File: src/rtl/alu_arbiter.sv
// Round-robin arbiter that shares a single adder/subtractor among N requesters.
// Operations time out after TIMEOUT wait cycles and report err with result 0.
module alu_arbiter #(
    parameter int unsigned N       = 4,
    parameter int unsigned TIMEOUT = 32
) (
    input  logic            clk,
    input  logic            reset,
    input  logic [N-1:0]    req,
    input  logic [16*N-1:0] op_a,
    input  logic [16*N-1:0] op_b,
    input  logic [N-1:0]    op_sub,
    output logic [N-1:0]    gnt,
    output logic [N-1:0]    done,
    output logic [15:0]     result,
    output logic            err,
    output logic            busy,
    output logic [15:0]     alu_in1,
    output logic [15:0]     alu_in2,
    output logic            alu_sub,
    output logic            alu_start,
    input  logic [15:0]     alu_out,
    input  logic            alu_finish,
    output logic [15:0]     op_count
);

    localparam int unsigned IdxW = (N > 1) ? $clog2(N) : 1;
    localparam int unsigned CntW = $clog2(TIMEOUT);

    typedef enum logic [1:0] {StIdle, StIssue, StWait, StResp} state_e;

    state_e          state_q, state_d;
    logic [IdxW-1:0] idx_q, idx_d;
    logic [IdxW-1:0] last_q, last_d;
    logic [CntW-1:0] cnt_q, cnt_d;
    logic [15:0]     in1_q, in1_d;
    logic [15:0]     in2_q, in2_d;
    logic            sub_q, sub_d;
    logic [15:0]     result_q, result_d;
    logic            err_q, err_d;
    logic [15:0]     op_count_q, op_count_d;

    logic [IdxW-1:0] cand;
    logic [IdxW-1:0] win_idx;
    logic            win_found;
    logic [N-1:0]    idx_onehot;

    // Search ascends from the requester after the last one served, wrapping at N.
    always_comb begin
        win_found = 1'b0;
        win_idx   = '0;
        cand      = '0;
        for (int k = 1; k <= int'(N); k++) begin
            cand = IdxW'((int'(last_q) + k) % int'(N));
            if (!win_found && req[cand]) begin
                win_found = 1'b1;
                win_idx   = cand;
            end
        end
    end

    always_comb begin
        state_d    = state_q;
        idx_d      = idx_q;
        last_d     = last_q;
        cnt_d      = cnt_q;
        in1_d      = in1_q;
        in2_d      = in2_q;
        sub_d      = sub_q;
        result_d   = result_q;
        err_d      = err_q;
        op_count_d = op_count_q;
        unique case (state_q)
            StIdle: begin
                if (win_found) begin
                    idx_d   = win_idx;
                    in1_d   = op_a[16*win_idx +: 16];
                    in2_d   = op_b[16*win_idx +: 16];
                    sub_d   = op_sub[win_idx];
                    state_d = StIssue;
                end
            end
            StIssue: begin
                cnt_d   = '0;
                state_d = StWait;
            end
            StWait: begin
                // A finish arriving on the timeout cycle still counts as success.
                if (alu_finish) begin
                    result_d = alu_out;
                    err_d    = 1'b0;
                    state_d  = StResp;
                end else if (cnt_q == CntW'(TIMEOUT - 1)) begin
                    result_d = '0;
                    err_d    = 1'b1;
                    state_d  = StResp;
                end else begin
                    cnt_d = cnt_q + 1'b1;
                end
            end
            StResp: begin
                last_d = idx_q;
                if (!err_q && op_count_q != 16'hFFFF) begin
                    op_count_d = op_count_q + 16'd1;
                end
                state_d = StIdle;
            end
            default: state_d = StIdle;
        endcase
    end

    always_ff @(posedge clk or posedge reset) begin
        if (reset) begin
            state_q    <= StIdle;
            idx_q      <= '0;
            last_q     <= IdxW'(N - 1);
            cnt_q      <= '0;
            in1_q      <= '0;
            in2_q      <= '0;
            sub_q      <= 1'b0;
            result_q   <= '0;
            err_q      <= 1'b0;
            op_count_q <= '0;
        end else begin
            state_q    <= state_d;
            idx_q      <= idx_d;
            last_q     <= last_d;
            cnt_q      <= cnt_d;
            in1_q      <= in1_d;
            in2_q      <= in2_d;
            sub_q      <= sub_d;
            result_q   <= result_d;
            err_q      <= err_d;
            op_count_q <= op_count_d;
        end
    end

    assign idx_onehot = N'(1) << idx_q;
    assign busy       = (state_q != StIdle);
    assign gnt        = busy ? idx_onehot : '0;
    assign done       = (state_q == StResp) ? idx_onehot : '0;
    assign alu_start  = (state_q == StIssue);
    assign alu_in1    = in1_q;
    assign alu_in2    = in2_q;
    assign alu_sub    = sub_q;
    assign result     = result_q;
    assign err        = err_q;
    assign op_count   = op_count_q;

endmodule

File: config.mk
export PLATFORM = sky130hd
export DESIGN_NAME = alu_arbiter
export DESIGN_NICKNAME = d
export VERILOG_FILES = /design/src/rtl/alu_arbiter.sv
export SDC_FILE = /design/constraint.sdc
export NUM_CORES = 1
export LEC_CHECK = 0
export ABC_CLOCK_PERIOD_IN_PS = 2800
export CAP_MARGIN = 20
export CORE_ASPECT_RATIO = 0.8
export CORE_MARGIN = 2
export CORE_UTILIZATION = 35
export DETAILED_ROUTE_END_ITERATION = 8
export GPL_ROUTABILITY_DRIVEN = 0
export PLACE_DENSITY = 0.73
export SYNTH_ARGS = -nofsm -noshare
export SYNTH_HDL_FRONTEND = slang
export SYNTH_SLANG_ARGS = --single-unit
File: constraint.sdc
create_clock -name clk -period 2.8 [get_ports clk]
set_input_delay 0.7 -clock clk [delete_from_list [all_inputs] [get_ports clk]]
set_output_delay 0.7 -clock clk [all_outputs]
set_load 0.01 [all_outputs]
* After elaboration in Yosys (flattened, before gate mapping)
Index checks and enable logic that the tools add are counted.
** Word-level totals
- Register bits :: 77
- Word-level logic and storage cells :: 81
- Output and inout bits :: 76
- Input port bits :: 155
** Operators by class
- Equality and inequality tests :: 9
- $lt $le $gt $ge :: 5
- Reductions and logical operators :: 17
- Shift-type cells :: 3
- Add/subtract/negate cells :: 6
- Multiplexer cells :: 31
** Operator list (number)
- $shiftx A64 B7 Y16 :: 2
- $mux W16 :: 2
- $add A16 B1 Y16 const B :: 1
- $ne A16 B16 Y1 const B :: 1
- $lt A2 B3 Y1 const B :: 5
- $mux W2 :: 7
- $mux W1 :: 11
- $bmux W1 S2 :: 5
- $mux W5 :: 2
- $pmux W5 S2 :: 1
- $mux W4 :: 2
- $pmux W2 S4 :: 1
- $reduce_and A2 Y1 :: 4
- $ne A2 B2 Y1 const B :: 3
- $reduce_bool A2 Y1 :: 3
- $add A5 B1 Y5 const B :: 1
- $eq A5 B5 Y1 const B :: 1
- $add A2 B1 Y2 const B :: 2
- $add A2 B2 Y2 const B :: 2
- $eq A2 B2 Y1 const B :: 2
- $logic_and A1 B1 Y1 :: 4
- $logic_not A1 Y1 :: 4
- $shl A1 B2 Y4 const A :: 1
- $ne A3 B3 Y1 const B :: 1
- other kinds (3) :: 3

* Longest topological paths before layout
Gate-level depths: netlist of the first run.
- Depth after elaboration :: 15
- Mapped depth :: 8
- Gate-level depth less buffers :: 8

* Least setup slack after synthesis of the first run
No wires, ideal clock.
- Path type :: input port to flip-flop
- From :: input req[1]
- To :: register in1_q[0] (netlist: alu_in1[0])
- Arrival time :: 1858 ps
- Cell stages on the path :: 6
- Slack :: 800 ps
- Buffers on the path :: 3
- Library setup time :: 142 ps
- Data required time :: 2658 ps
- Cells stage by stage :: o41ai_2 > buf_4 > nand2b_1 > buf_4 > clkbuf_1 > o221ai_1
** Between the ends
- Longest elaborated chain between the ends :: 13
- Elaborated cells between the ends (all ways) :: 24
- Classes of those cells :: shift (1); mux (16); reduce/logical (7)
** Ends and longest elaborated chain
- start: declaration :: RTL line 9 : input logic [N-1:0] req,
- $bmux W1 S2 :: RTL line 55 : if (!win_found && req[cand]) begin
- $mux W1 (implied by the code) :: RTL line 55
- $mux W1 :: RTL line 55
- $logic_not A1 Y1 :: RTL line 55
- $logic_and A1 B1 Y1 :: RTL line 55
- $mux W1 :: RTL line 55
- $logic_not A1 Y1 :: RTL line 55
- $logic_and A1 B1 Y1 :: RTL line 55
- $mux W1 :: RTL line 55
- $logic_not A1 Y1 :: RTL line 55
- $logic_and A1 B1 Y1 :: RTL line 55
- $mux W2 / $mux W1 (equally long branches) :: RTL line 55
- $shiftx A64 B7 Y16 / $reduce_and A2 Y1 (equally long branches)
- end signal: assignment :: RTL line 129 : in1_q <= in1_d;
- end: declaration :: RTL line 36 : logic [15:0] in1_q, in1_d;
Parallel ways exist; a longest one is shown, timed or not. The select of a mux whose other input is x is not followed.
A chain may end at the register's enable or synchronous reset.

* Worst setup path in the final report of the first run
- From :: register state_q[0]
- To :: output gnt[3]
** Between the ends
- Longest elaborated chain between the ends :: 2
** Ends and longest elaborated chain
- start: declaration :: RTL line 32 : state_e state_q, state_d;
- start signal: assignment :: RTL line 114 : state_q <= StIdle;
- start signal: assignment :: RTL line 125 : state_q <= state_d;
- $reduce_bool A2 Y1 :: RTL line 139 : assign busy = (state_q != StIdle);
- $mux W4 :: RTL line 140 : assign gnt = busy ? idx_onehot : '0;
- end: declaration :: RTL line 13 : output logic [N-1:0] gnt,
Every way passes these cells.

==> flow_summary_export.csv, run 1 <==
group,metric,value,unit
power_and_ir_drop,p_int,0.004085,W
logic_synthesis,synth_cell_types,43,
die,core,11520,µm²
power_and_ir_drop,power_frac_seq,29.8,%
setup_path,crit_path_frequent_cell,"inv_1",
final_layout,fin_nets,777,
die,num_io_pins,231,
die,die_area,12690,µm²
setup_path,critical_path.cell_chain,"inv_1 > ha_1 > inv_1 > and3_1 > clkdlybuf4s50_1",
setup_path,critPathKind,"register to primary output",
power_and_ir_drop,combPwrFrac,51.2,%
sta,final_max_slew_viol_count,0,
final_layout,drive_gt1_share,6.785,%
drt,vias_per_cell,5.136,
power_and_ir_drop,power_frac_clock,19.0,%
logic_synthesis,syn_inst,380,
grt,first_global_vias,4056,
run_status,status,"completed",
power_and_ir_drop,ir_worst_vdd,0.4142,mV
setup_path,end_kind,"primary output",
setup_path,cp_max_fo,5,
sta,skew,5.857,ps
die,chipHeight,101.1,µm
grt,grt_max_degree,37,
placement,hpwl,10140,µm
drt,wirelength,13380,µm
die,fp-row-count,35,
logic_synthesis,ys_top_cells_by_area,"dfrtp_1 (45%), mux2i_1 (16%), o221ai_1 (7.0%), nand2_1 (4.8%), a22o_1 (3.4%)",
sta,max_slew_margin,58.11,%
sta,finalSetupTns,0,ps
drt,drc_errors,0,
power_and_ir_drop,p_leak,3.045,nW
logic_synthesis,ys_ff_latch,77,
final_layout,layout_commonest_cell,"clkdlybuf4s50_1",
logic_synthesis,yosys_warnings,0,
setup_path,cp.arrival,1960,ps
sta,finalSetupViolCount,0,
power_and_ir_drop,power_density,907.6,nW/µm²
clock_tree,clkSinkCount,77,
clock_tree,cts_resized,0,
sta,hold_violations,0,
logic_synthesis,synthFlopType,"dfrtp_1",
clock_tree,htreeDepth,3,
flow_run,cap_violations,0,
setup_path,crit_path_top_delay_cell,"clkdlybuf4s50_1",
grt,grt_pass1_wl,20450,µm
sta,fmax,376.0,MHz
clock_tree,clock_path_buffers,2,
min_path,hold_class,"register to register",
clock_tree,cts-root-buf,"clkbuf_16",
power_and_ir_drop,switchingPower,0.002247,W
final_layout,multi_input_area,1986,µm²
logic_synthesis,synth.avg_cell_area,10.87,µm²
clock_tree,clk_pin_slew,60,ps
sta,fin_crit,2659,ps
logic_synthesis,synth_enable_flop_cells,0,
drt,wl_per_cell,17.44,µm
final_layout,syn_to_final_growth,68.97,%
grt,antenna_found_initial,0,
clock_tree,post_cts_buffers,0,
drt,dr.first_iter.drc_count,132,
sta,hold_ws,484.7,ps
logic_synthesis,synth_nets,543,
setup_path,max_stage_delay,550,ps
final_layout,nFillCells,951,
clock_tree,cts_made_buffers,9,
power_and_ir_drop,p_sw_share,35.48,%
sta,timing.final.crit_share,94.98,%
clock_tree,tritoncts,"done",
setup_path,worstPathRequired,2100,ps
logic_synthesis,synth_seq_area_share,46.73,%
drt,antenna_left,0,
placement,io_buffers,230,
clock_tree,ctsHoldBuffers,0,
grt,grt_usage,20.28,%
die,die_x,125.4,µm
logic_synthesis,yosys.area.top_type_share,45.45,%
final_layout,register_area,1929,µm²
drt,drt-pass1-iter-count,4,
final_layout,layout_common_cells,"clkdlybuf4s50_1 (230), dfrtp_1 (75), mux2i_1 (67), nand2_1 (53), o221ai_1 (33)",
setup_path,r2r_slack,800,ps
setup_path,start_kind,"register",
sta,rsz0062_at_grt,"false",
clock_tree,clock_latency,330,ps
logic_synthesis,synth_top_area_cell,"dfrtp_1",
logic_synthesis,async_flop_share,100.0,%
grt,grt_overflow,0,
drt,vias,3939,
die,initial_core_util,35.85,%
final_layout,antenna_cells,0,
sta,worstMarginPinSlew,628.4,ps
logic_synthesis,syn_area,4129,µm²
[flip-flops by register name, summed over array words and instances, names as in the netlist]
register,flops
err,1
idx_q,2
state_q,2
op_count,16
cnt_q,5
last_q,2
alu_in1,16
alu_sub,1
alu_in2,16
result,16
[critical path, delay by kind of cell, from the launching register on]
kind	cells	cell delay, ps
and+or+nand+nor	1	160
adders and majority gates	1	300
buffers and inverters	3	770
DFF	1	400
[cells in the mapped netlist (2+ instances only)]
| cell type | number |
|---|---|
| dfrtp_1 | 75 |
| mux2i_1 | 67 |
| nand2_1 | 53 |
| o221ai_1 | 33 |
| a22o_1 | 16 |
| clkbuf_1 | 15 |
| inv_1 | 15 |
| o21ai_0 | 12 |
| xnor2_1 | 9 |
| ha_1 | 8 |
| nor2_1 | 7 |
| a21oi_1 | 6 |
| nand3_1 | 6 |
| xor2_1 | 6 |
| and3_1 | 4 |
| nand2b_1 | 4 |
| nand4_1 | 4 |
| nor3b_1 | 4 |
| buf_4 | 3 |
| nor3_1 | 3 |
| a21boi_1 | 2 |
| and4_1 | 2 |
| buf_12 | 2 |
| clkbuf_4 | 2 |
| dfstp_2 | 2 |
| o21ai_1 | 2 |
| o22ai_1 | 2 |
[power groups by stage]
stage          logic (W)  clock network [W]  registers [W]
6_report         0.00324            0.00120        0.00189
5_1_grt          0.00350            0.00128        0.00194
4_1_cts          0.00328            0.00123        0.00189
3_5_place_dp     0.00326                  0        0.00190
3_3_place_gp     0.00320                  0        0.00188
2_1_floorplan    0.00159                  0        0.00200
[worst paths after layout]
check / start / to / cells after the start
max: state_q[0] / gnt[3] / 5
min: alu_in1[8] / alu_in1[8] / 2
max reg2reg: cnt_q[0] / cnt_q[2] / 8
min reg2reg: alu_in1[8] / alu_in1[8] / 2
max in group asynchronous: reset / last_q[1] / 3
min in group asynchronous: reset / result[11] / 2
[final cells by class]
class,instances,area share (%)
clock buffers,11,3.623
clock inverters,5,0.8429
inverters,15,0.8250
multi-input cells,262,28.46
flip-flops and latches,77,27.65
well taps,148,2.654
repair buffers,249,35.94
[per-layer routing]
metal  up-vias  track usage [%]  share of wire [%]
met5         -                0                  0
met4         0            4.872                1.1
met2       132            34.18                 50
met3        13            5.018                4.9
met1      1936            26.65                 44
li1       1858                -                  -
[per-stage QoR]
stage                     instance area, µm²  utilization (%)  instances  total power [W]  setup slack, ps
after floorplan                         4129                -        380         0.003588            136.6
after global placement                  6665            57.87        751         0.005075            190.9
after detailed placement                6665            57.87        751         0.005162            106.8
after CTS                               6977            60.58        767         0.006399            114.5
after global routing                    6977            60.58        767         0.006721            34.39
final                                   6977            60.58        767         0.006332            140.7
[kinds of logic after synthesis]
| family | after synthesis | synth area share, % |
|---|---|---|
| AOI/OAI and AO/OA | 78 | 15.00 |
| buffers and inverters | 41 | 5.454 |
| xor gates and xnor gates | 15 | 3.182 |
| and+or+nand+nor | 93 | 10.70 |
| DFF | 77 | 46.73 |
| muxes | 68 | 16.52 |
| adders and majority gates | 8 | 2.424 |
(Power assumes the default switching activity.)
==> run 2, diff against run 1 <==
CORE_ASPECT_RATIO = 1.1   (was 0.8)
==> flow_summary_export.csv, run 2 (synthesis results as in run 1) <==
group,metric,value,unit
sta,fmax,378.2,MHz
drt,drc_errors,0,
placement,hpwl,10740,µm
setup_path,cp.arrival,1940,ps
die,initial_core_util,35.93,%
final_layout,multi_input_area,1988,µm²
clock_tree,clock_path_buffers,2,
die,num_io_pins,231,
sta,fin_crit,2644,ps
setup_path,worstPathRequired,2100,ps
sta,max_slew_margin,60.63,%
final_layout,layout_common_cells,"clkdlybuf4s50_1 (230), dfrtp_1 (75), mux2i_1 (67), nand2_1 (53), o221ai_1 (33)",
die,core,11490,µm²
final_layout,layout_commonest_cell,"clkdlybuf4s50_1",
min_path,hold_depth,2,
die,chipHeight,117.9,µm
grt,grt_pass1_wl,22220,µm
drt,antenna_left,0,
die,fp-row-count,41,
grt,first_global_vias,4057,
setup_path,end_kind,"primary output",
sta,hold_violations,0,
clock_tree,clock_latency,340,ps
min_path,min_to,"alu_in1[2]",
sta,worstMarginPinSlew,590.6,ps
clock_tree,cts_made_buffers,9,
final_layout,drive_gt1_share,6.189,%
sta,timing.final.crit_share,94.42,%
final_layout,fin_nets,772,
clock_tree,tritoncts,"done",
clock_tree,clk_pin_slew,60,ps
final_layout,nFillCells,977,
sta,skew,10.04,ps
flow_run,cap_violations,0,
grt,antenna_found_initial,1,
run_status,status,"completed",
drt,wl_per_cell,18.74,µm
clock_tree,clkSinkCount,77,
min_path,min_from,"alu_in1[2]",
sta,finalSetupViolCount,0,
die,die_area,12680,µm²
setup_path,critPathKind,"register to primary output",
final_layout,syn_to_final_growth,69.70,%
clock_tree,cts-root-buf,"clkbuf_16",
setup_path,r2r_slack,810,ps
placement,io_buffers,230,
drt,vias,3933,
sta,rsz0062_at_grt,"false",
setup_path,start_kind,"register",
grt,grt_overflow,0,
placement,place_area,6643,µm²
setup_path,r2r_cells,8,
power_and_ir_drop,ir_worst_vdd,0.4924,mV
drt,dr.first_iter.drc_count,216,
min_path,hold_class,"register to register",
grt,grt_usage,22.62,%
drt,wirelength,14330,µm
setup_path,cp_max_fo,5,
clock_tree,htreeDepth,3,
drt,drt-pass1-iter-count,4,
final_layout,register_area,1929,µm²
power_and_ir_drop,power_density,930.7,nW/µm²
power_and_ir_drop,p_leak,3.048,nW
sta,final_max_slew_viol_count,0,
setup_path,rr_endpoint,"cnt_q[2]",
grt,grt_max_degree,78,
clock_tree,ctsHoldBuffers,0,
setup_path,worstReg2RegStart,"cnt_q[0]",
sta,finalSetupTns,0,ps
die,die_x,107.6,µm
final_layout,finish.instance_area,7007,µm²
drt,vias_per_cell,5.141,
run 2: cell types whose count changed in the layout (fill, tap and decap cells not counted):
cell        before  now
diode_2          0    1
buf_4           14    8
ha_1             8    7
clkinvlp_4       2    1
bufinv_16        1    3
ha_2             0    1
clkinv_2         2    1
buf_12           5    6
run 2: worst max path at each step:
stage | cells after the start | slack (ps) | end | from
5_1_grt | 3 | 30 | done[0] | state_q[0]
2_1_floorplan | 1 | 140 | alu_in1[0] | reset
3_5_place_dp | 8 | 90 | alu_in2[4] | req[1]
4_1_cts | 5 | 40 | gnt[3] | state_q[0]
3_3_place_gp | 8 | 180 | alu_in2[1] | req[1]
6_report | 5 | 160 | gnt[3] | state_q[0]
run 2: area by class of cell:
class	count	share of cell area (%)
Antenna cell	1	0.03571
Multi-Input combinational cell	262	28.38
Sequential cell	77	27.54
Timing Repair Buffer	244	35.43
Inverter	15	0.8214
Clock inverter	5	1.518
Tap cell	150	2.679
Clock buffer	11	3.607
run 2: repair_timing:
| item | in CTS | in global routing |
|---|---|---|
| gates resized for setup | 0 | 1 |
| setup endpoints to repair | 0 | 1 |
| setup buffers | 0 | 0 |
run 2: through the flow:
stage / util [%] / hold slack (ps) / std cells / power, W / worst slack (ps)
floorplan: - / 453.9 / 380 / 0.003588 / 136.6
global placement: 57.81 / 467.9 / 748 / 0.005063 / 175.6
global route: 60.98 / 509.8 / 765 / 0.006927 / 25.08
detailed placement: 57.81 / 477.4 / 748 / 0.005158 / 87.93
finish: 60.98 / 487.6 / 765 / 0.006521 / 156.2
CTS: 60.93 / 490.6 / 764 / 0.006573 / 44.15
run 2: where the power goes:
group | switching, W | total (W) | internal (W)
clock | 0.000466 | 0.00139 | 0.000921
combinational | 0.00148 | 0.00325 | 0.00177
sequential | 0.000318 | 0.00188 | 0.00157
total | 0.00226 | 0.00652 | 0.00426
run 2: metal layers:
layer / vias to the layer above / GRT usage [%] / routed length, µm
li1: 1854 / - / -
met1: 1893 / 26.87 / 5711
met2: 161 / 38.09 / 6957
met3: 25 / 6.423 / 1246
met4: 0 / 9.135 / 419
met5: - / 0 / 0
run 2: worst max-delay path, stage by stage, from the launching register on:
cell and delay, ps:
dfrtp_1 400, inv_1 100, ha_2 250, inv_1 120
and3_1 160, clkdlybuf4s50_1 580
